**src/rtl/btb_pkg.sv**
```systemverilog
// btb_pkg: shared types and geometry for the BTB update path.
//   SETS/IDX_W      : BTB geometry (2-way, 8 sets)
//   TAG_W/TGT_W     : stored tag and target widths
//   WAY1/WAY2       : way encoding used on the LRU bit
//   btb_upd_t       : one queued EX-stage update request
//   ctrl_state_t    : update controller FSM states
package btb_pkg;
  localparam int SETS  = 8;
  localparam int IDX_W = 3;
  localparam int TAG_W = 27;
  localparam int TGT_W = 32;

  localparam logic WAY1 = 1'b0;
  localparam logic WAY2 = 1'b1;

  typedef struct packed {
    logic [IDX_W-1:0] index;
    logic [TAG_W-1:0] tag;
    logic [TGT_W-1:0] target;
    logic             hit1;
    logic             hit2;
  } btb_upd_t;

  typedef enum logic {
    IDLE  = 1'b0,
    FLUSH = 1'b1
  } ctrl_state_t;
endpackage

```
**src/rtl/btb_upd_fifo.sv**
```systemverilog
// btb_upd_fifo: synchronous FIFO of btb_upd_t update requests.
//   clk, rst   : clock, synchronous active-high reset
//   clr        : synchronous clear (drops all entries, wins over push/pop)
//   push/din   : enqueue
//   pop        : dequeue head (caller guarantees non-empty)
//   head       : current head entry (valid when count != 0)
//   count      : occupancy 0..DEPTH
module btb_upd_fifo
  import btb_pkg::*;
#(
  parameter int DEPTH = 4,
  parameter int CNT_W = $clog2(DEPTH) + 1
) (
  input  logic             clk,
  input  logic             rst,
  input  logic             clr,
  input  logic             push,
  input  btb_upd_t         din,
  input  logic             pop,
  output btb_upd_t         head,
  output logic [CNT_W-1:0] count
);
  localparam int PW = $clog2(DEPTH);

  btb_upd_t        mem [DEPTH];
  logic [PW-1:0]   wr_ptr, rd_ptr;

  // Storage needs no reset; occupancy decides what is meaningful.
  always_ff @(posedge clk) begin
    if (push) mem[wr_ptr] <= din;
  end

  always_ff @(posedge clk) begin
    if (rst || clr) begin
      wr_ptr <= '0;
      rd_ptr <= '0;
      count  <= '0;
    end else begin
      if (push) wr_ptr <= wr_ptr + 1'b1;
      if (pop)  rd_ptr <= rd_ptr + 1'b1;
      count <= count + {{(CNT_W-1){1'b0}}, push} - {{(CNT_W-1){1'b0}}, pop};
    end
  end

  assign head = mem[rd_ptr];
endmodule

```
**src/rtl/btb_update_ctrl.sv**
```systemverilog
// btb_update_ctrl: owns the single BTB/LRU write port.
//   upd_*          : EX-stage resolved-branch update request (valid/ready)
//   if_touch       : IF stage owns the LRU port this cycle (stalls updates)
//   flush_req      : request a full invalidate sweep; flush_busy while sweeping
//   lru_rd_index   : LRU read index (= FIFO head set), lru_rd_bit returns it
//   lru_wr_*       : LRU table write (bit 0 = way1 MRU, 1 = way2 MRU)
//   btb_wr_*       : BTB way array write (mask bit0 = way1, bit1 = way2)
//   q_count        : update FIFO occupancy
module btb_update_ctrl
  import btb_pkg::*;
#(
  parameter int QDEPTH = 4,
  parameter int CNT_W  = $clog2(QDEPTH) + 1
) (
  input  logic             clk,
  input  logic             rst,
  input  logic             upd_valid,
  output logic             upd_ready,
  input  logic [IDX_W-1:0] upd_index,
  input  logic [TAG_W-1:0] upd_tag,
  input  logic [TGT_W-1:0] upd_target,
  input  logic             upd_hit1,
  input  logic             upd_hit2,
  input  logic             if_touch,
  input  logic             flush_req,
  output logic             flush_busy,
  output logic [IDX_W-1:0] lru_rd_index,
  input  logic             lru_rd_bit,
  output logic             lru_wr_en,
  output logic [IDX_W-1:0] lru_wr_index,
  output logic             lru_wr_bit,
  output logic             btb_wr_en,
  output logic [1:0]       btb_wr_mask,
  output logic [IDX_W-1:0] btb_wr_index,
  output logic [TAG_W-1:0] btb_wr_tag,
  output logic [TGT_W-1:0] btb_wr_target,
  output logic             btb_wr_valid,
  output logic [CNT_W-1:0] q_count
);
  localparam logic [CNT_W-1:0] Q_FULL   = CNT_W'(QDEPTH);
  localparam logic [IDX_W-1:0] LAST_SET = IDX_W'(SETS - 1);

  ctrl_state_t      state;
  logic [IDX_W-1:0] flush_idx;
  btb_upd_t         head, din;
  logic             push, pop, clr, empty, upd_wr, victim;

  assign din = '{index: upd_index, tag: upd_tag, target: upd_target,
                 hit1: upd_hit1, hit2: upd_hit2};

  assign upd_ready = (q_count < Q_FULL) && (state == IDLE) && !flush_req;
  assign push      = upd_valid && upd_ready;
  // A flush request drops the queue, so no update write goes out alongside it.
  assign clr       = (state == IDLE) && flush_req;
  assign empty     = (q_count == '0);
  assign upd_wr    = (state == IDLE) && !empty && !if_touch && !flush_req;
  assign pop       = upd_wr;

  btb_upd_fifo #(.DEPTH(QDEPTH), .CNT_W(CNT_W)) u_fifo (
    .clk   (clk),
    .rst   (rst),
    .clr   (clr),
    .push  (push),
    .din   (din),
    .pop   (pop),
    .head  (head),
    .count (q_count)
  );

  assign lru_rd_index = head.index;
  assign flush_busy   = (state == FLUSH);

  // LRU bit names the MRU way, so the victim is the other one.
  assign victim = ~lru_rd_bit;

  always_comb begin
    btb_wr_en     = 1'b0;
    btb_wr_mask   = 2'b00;
    btb_wr_index  = '0;
    btb_wr_tag    = '0;
    btb_wr_target = '0;
    btb_wr_valid  = 1'b0;
    lru_wr_bit    = 1'b0;
    if (state == FLUSH) begin
      btb_wr_en    = 1'b1;
      btb_wr_mask  = 2'b11;
      btb_wr_index = flush_idx;
    end else if (upd_wr) begin
      btb_wr_en     = 1'b1;
      btb_wr_index  = head.index;
      btb_wr_tag    = head.tag;
      btb_wr_target = head.target;
      btb_wr_valid  = 1'b1;
      if (head.hit1) begin
        btb_wr_mask = 2'b01;
        lru_wr_bit  = WAY1;
      end else if (head.hit2) begin
        btb_wr_mask = 2'b10;
        lru_wr_bit  = WAY2;
      end else begin
        btb_wr_mask = (victim == WAY1) ? 2'b01 : 2'b10;
        lru_wr_bit  = victim;
      end
    end
  end

  assign lru_wr_en    = btb_wr_en;
  assign lru_wr_index = btb_wr_index;

  always_ff @(posedge clk) begin
    if (rst) begin
      state     <= IDLE;
      flush_idx <= '0;
    end else begin
      case (state)
        IDLE: if (flush_req) state <= FLUSH;
        FLUSH: begin
          if (flush_idx == LAST_SET) begin
            flush_idx <= '0;
            state     <= IDLE;
          end else begin
            flush_idx <= flush_idx + 1'b1;
          end
        end
        default: state <= IDLE;
      endcase
    end
  end
endmodule

```
**config.mk**
```make
export PLATFORM = sky130hd
export DESIGN_NAME = btb_update_ctrl
export DESIGN_NICKNAME = d
export VERILOG_FILES = /design/src/rtl/btb_pkg.sv /design/src/rtl/btb_upd_fifo.sv /design/src/rtl/btb_update_ctrl.sv
export SDC_FILE = /design/constraint.sdc
export NUM_CORES = 1
export LEC_CHECK = 0
export ABC_AREA = 1
export ABC_CLOCK_PERIOD_IN_PS = 5200
export CAP_MARGIN = 5
export CORE_MARGIN = 4
export CORE_UTILIZATION = 45
export CTS_BUF_LIST = sky130_fd_sc_hd__clkbuf_16
export CTS_CLUSTER_DIAMETER = 80
export DETAILED_ROUTE_END_ITERATION = 8
export PLACE_DENSITY = 0.68
export SYNTH_ARGS = -nofsm -noshare
export SYNTH_HDL_FRONTEND = slang
export SYNTH_SLANG_ARGS = --single-unit
export TNS_END_PERCENT = 5
```
**constraint.sdc**
```tcl
create_clock -name clk -period 5.2 [get_ports clk]
set_input_delay 0.78 -clock clk [delete_from_list [all_inputs] [get_ports clk]]
set_output_delay 0.78 -clock clk [all_outputs]
set_load 0.01 [all_outputs]
```
Yosys cells after proc, flatten, opt, wreduce, memory -nomap -nowiden. Memory sizes are Yosys's and may differ from the RTL's. A register that Yosys moved wholly into a read port is not among the register bits. Cells that the tools add are included.

Add/subtract/negate cells: 5. Multiply operators: 0. Divide/modulo/power cells: 0. $lt $le $gt $ge: 1. Equality and inequality tests: 1. Shift-type cells: 0. Multiplexer cells: 26. Bitwise gates (word level): 2. Reductions and logical operators: 12.

Operator list (number): 2-to-1 mux 32 bit (2); 2-to-1 mux 27 bit (2); 2-to-1 mux 2 bit (7); 2-to-1 mux 1 bit (11); 2-to-1 mux 3 bit (3); logical AND 1 bit (7); adder 2 x 1 -> 2 bit (second input constant) (2); adder 3 x 1 -> 3 bit (1); adder 3 x 1 -> 3 bit (second input constant) (1); == test 3 bit (second input constant) (1); zero test 1 bit (3); zero test 3 bit (1); < comparator 3 bit (second input constant) (1); subtractor 3 x 1 -> 3 bit (1); NOT 1 bit (2); case mux 1 bit (2 select lines) (1); logical OR 1 bit (1).

Flip-flop bits (word level): 11. Latch bits: 0. Bits in writable memories: 256. Bits in read-only memories: 0. Input bits: 70. Output and inout port bits: 79. Logic and storage cells: 53. Memories kept: 1.

Memory list: u_fifo.mem (words 4, width 64, rd ports 1, clocked after Yosys merged registers in 1, wr ports 1, RTL line btb_upd_fifo.sv:25) `btb_upd_t mem [DEPTH];`.

Longest topological paths before layout.
Depth in word-level cells: 7. Gate-level depth with buffers: 12. Depth with buffers taken out: 12.

Cells and area by module. From an unflattened synthesis, not the netlist that was laid out.

Cell total of the unflattened synthesis: 922. Area total of the unflattened synthesis: 10939.2 µm².

Modules (own cells, without submodules): btb_upd_fifo (times used 1, cells an instance 741, area each 10019.6 µm², sequential area each 7867.5 µm²); btb_update_ctrl (times used 1, cells an instance 181, area each 919.6 µm², sequential area each 80.1 µm²).

Worst setup path after synthesis. No wires, ideal clock.

Path kind: input -> register. Start: input port flush_req. End: memory u_fifo.mem[0][0] in the netlist's numbering (enable). Library setup time: 487 ps. Arrival time: 3802 ps. Data required time: 4713 ps. Slack: 911 ps. Stages on the path: 3. Buffers on the path: 0. Path through: inv_1 > nand4_1 > nor2_1.

Longest elaborated chain between the ends: 5.

Ends and longest elaborated chain: start, declared (RTL line btb_update_ctrl.sv:25) `input logic flush_req,`; zero test 1 bit (RTL line btb_update_ctrl.sv:51) `assign upd_ready = (q_count < Q_FULL) && (state == IDLE) && !flush_req;`; logical AND 1 bit (RTL line btb_update_ctrl.sv:51); logical AND 1 bit (RTL line btb_update_ctrl.sv:52) `assign push = upd_valid && upd_ready;`; 2-to-1 mux 1 bit (RTL line btb_upd_fifo.sv:30) `if (push) mem[wr_ptr] <= din;`; 2-to-1 mux 1 bit (not written as such) (RTL line btb_upd_fifo.sv:30); end, declared (RTL line btb_upd_fifo.sv:25).

Every way passes these cells.

Final worst setup path.
Start: input port flush_req. End: output port btb_wr_target[14].

Longest elaborated chain between the ends: 4.

Ends and longest elaborated chain: zero test 1 bit (RTL line btb_update_ctrl.sv:56) `assign upd_wr = (state == IDLE) && !empty && !if_touch && !flush_req;`; logical AND 1 bit (RTL line btb_update_ctrl.sv:56); 2-to-1 mux 32 bit (RTL line btb_update_ctrl.sv:88) `end else if (upd_wr) begin`; 2-to-1 mux 32 bit (RTL line btb_update_ctrl.sv:84) `if (state == FLUSH) begin`; end, declared (RTL line btb_update_ctrl.sv:36) `output logic [TGT_W-1:0] btb_wr_target,`.

Every way passes these cells.

==> metrics.csv <==
metric,value,unit
top post-synthesis cells by area,"edfxtp_1, nor2_1, o21ai_0, a21oi_1, dfxtp_1",
Crit path max-delay family,buffers and inverters,
final hold vios,0,
Die Height,162,um
Power per Cell Area,355,nW/um2
Worst Setup Start Kind,input port,
Via-to-Cell Ratio,5.01,
WL per Instance,16.8,um
core region area,23500,um2
sequential share of power,51.0,%
Worst-Margin Slew,864,ps
CTS tree,built,
CTS buffer count,27,
Clk network pwr share,44.1,%
clock-pin slew on the worst setup and hold paths,60,ps
Post CTS Setup Buffer Count,0,
Crit Path Max Fanout,34,
critical path arrival,3200,ps
#FFs+latches synth,269,
First DRT Iteration DRCs,440,
max frequency,251,MHz
synth warn,0,
Area Overhead vs Synth,25.1,%
Slew headroom,42.4,%
switch share,19.0,%
Fin Clk Skew,16.7,ps
post-CTS sizing,0,
setup TNS,0,ps
post-layout minimum cycle time,3980,ps
buffers and inverters on the worst path,3,
"top cells by count, synth","edfxtp_1, nor2_1, o21ai_0, a21oi_1, nand2_1",
slowest cell on the critical path,clkdlybuf4s50_1,
Comb power frac,4.9,%
crit path from,flush_req,
share of layout cells above drive strength 1,6.51,%
worst stage delay on the critical path,560,ps
post-route ant nets,0,
Final Cell Area,13400,um2
unrepaired setup endpoints after global routing,no,
crit path kind,in -> out,
WL final,22.7,mm
GRT Total Usage,17.0,%
final net count,1088,
"Hold-fix buffers, CTS",0,
root buffer cell,clkbuf_16,
diodes inserted,0,
Vias,6752,
"Primary FF master, synth",edfxtp_1,
Yosys cell types,26,
Int Pwr,3860,uW
Clock Path Buffers,3,
initial antenna violation count,0,
Inst Count DP,1299,
status,finished clean,
leading area contributor after synthesis,edfxtp_1,
Port Buffers,148,
Final Max Tran Viols,0,
Critical Path End,btb_wr_target[14],
detailed placer's ending HPWL,12.9,mm
Clock H-tree levels,1,
Syn Area/Cell,12.4,um2
num ports,149,
Final period util,76.5,%
GP Congestion,0.768,
P_leak,0.00464,uW
Num Clock Sinks,269,
Post-synth EDFFs,256,
pre-CTS setup slack,1170,ps
worst hold path stage count,2,
r2r worst-path depth,4,
crit end category,output pin,
number of global-route vias before repair,6735,
CP most frequent cell,clkdlybuf4s50_1,
Clock Latency Late Sink,530,ps
Die X,162,um
maximum VDD drop,0.279,mV
fin cells,1348,
syn_nets,948,
First-pass DRT Iterations,4,
post-place instance area,12400,um2
Psw,903,uW
"Req. time, crit path",4420,ps
top-area cell type share of the netlist area,71.6,%
die area,26400,um2
first-pass GRT wire length,35.5,mm
worst setup margin,1220,ps
setup violators final,0,
final global-route overflow total,0,
reg-to-reg startpoint,flush_busy,
register-to-register setup slack,2740,ps
largest net degree at the start of global routing,74,
Initial Util,45.7,%
# DRC,0,
most frequent cell after synthesis,edfxtp_1,
Cells after Synth,869,
hold crit path type,reg -> reg,
crit-path cells,clkdlybuf4s50_1 -> nor3_4 -> nand2_2 -> buf_4 -> a21oi_1 -> clkdlybuf4s50_1,
asr flop ratio synth,0,%
# rows,56,
max-cap viol count,0,
register area share after synthesis,74.0,%
Mapped Area,10700,um2
Crit Reg-Reg Endpoint,u_fifo.mem[0][18],
Crit path depth,6,
==> power by group through the flow <==
stage          combinational (uW)  clock [uW]  sequential [uW]
2_1_floorplan                 105           0             2480
3_3_place_gp                  233           0             2480
3_5_place_dp                  236           0             2480
4_1_cts                       238        2140             2430
5_1_grt                       260        2240             2430
6_report                      234        2100             2430
==> metal layers <==
| metal | track usage [%] | part of all wire [%] |
|---|---|---|
| met2 | 29.7 | 51 |
| met5 | 0 | 0 |
| met1 | 21.9 | 42 |
| met3 | 3.29 | 5.2 |
| met4 | 4.31 | 1.9 |
==> logic make-up after synthesis <==
logic type | after synthesis | synth area share (%)
compound gates | 190 | 9.04
xor+xnor | 1 | 0.0816
fa+ha+maj | 9 | 1.12
buf+inv | 85 | 4.31
flops | 269 | 74.0
simple gates | 315 | 11.4
==> final cells by class <==
| type | instances | area, um2 |
|---|---|---|
| clock buffers | 27 | 676 |
| clock inverters | 22 | 304 |
| fillers | 1891 | 10000 |
| inverters | 34 | 129 |
| multi-input cells | 515 | 2350 |
| flip-flops and latches | 269 | 7950 |
| well taps | 319 | 399 |
| repair buffers | 162 | 1610 |
==> metrics by stage <==
step	power, uW	utilization [%]	hold slack [ps]
after detailed placement	2710	53.0	478
final	4760	57.2	483
after global routing	4940	57.2	526
after CTS	4810	57.2	487
after global placement	2710	53.0	469
after floorplan	2580	-	450
==> cell usage in the layout (no fill, tap or decap), drive strengths merged, types with 6 or more instances in the layout <==
| cell | instances |
|---|---|
| inv | 35 |
| o211ai | 6 |
| nand2 | 50 |
| dfxtp | 13 |
| nor2 | 255 |
| bufinv | 8 |
| buf | 14 |
| ha | 8 |
| a21oi | 65 |
| clkbuf | 27 |
| clkinv | 11 |
| clkdlybuf4s50 | 148 |
| edfxtp | 256 |
| o21ai | 119 |
==> sequential cells by signal, summed over array words and instances, names as in the netlist, named ones only <==
signal         cells
u_fifo.wr_ptr      2
flush_busy         1
flush_idx          3
u_fifo.rd_ptr      2
u_fifo.count       3
u_fifo.mem       256
==> worst reg2reg max path: stages (launching register included) <==
cell and delay (ps):
dfxtp_1 430, inv_2 200, nand4_1 510, nor2_4 610
buf_4 380
==> how the worst min path moves through the flow <==
stage / start / end
2_1_floorplan: flush_idx[1] / flush_idx[1]
4_1_cts: flush_idx[1] / flush_idx[1]
6_report: flush_idx[1] / flush_idx[1]
3_3_place_gp: flush_idx[1] / flush_idx[1]
3_5_place_dp: flush_idx[1] / flush_idx[1]
5_1_grt: flush_idx[1] / flush_idx[1]
No activity file was read; power rests on OpenSTA's default activity.
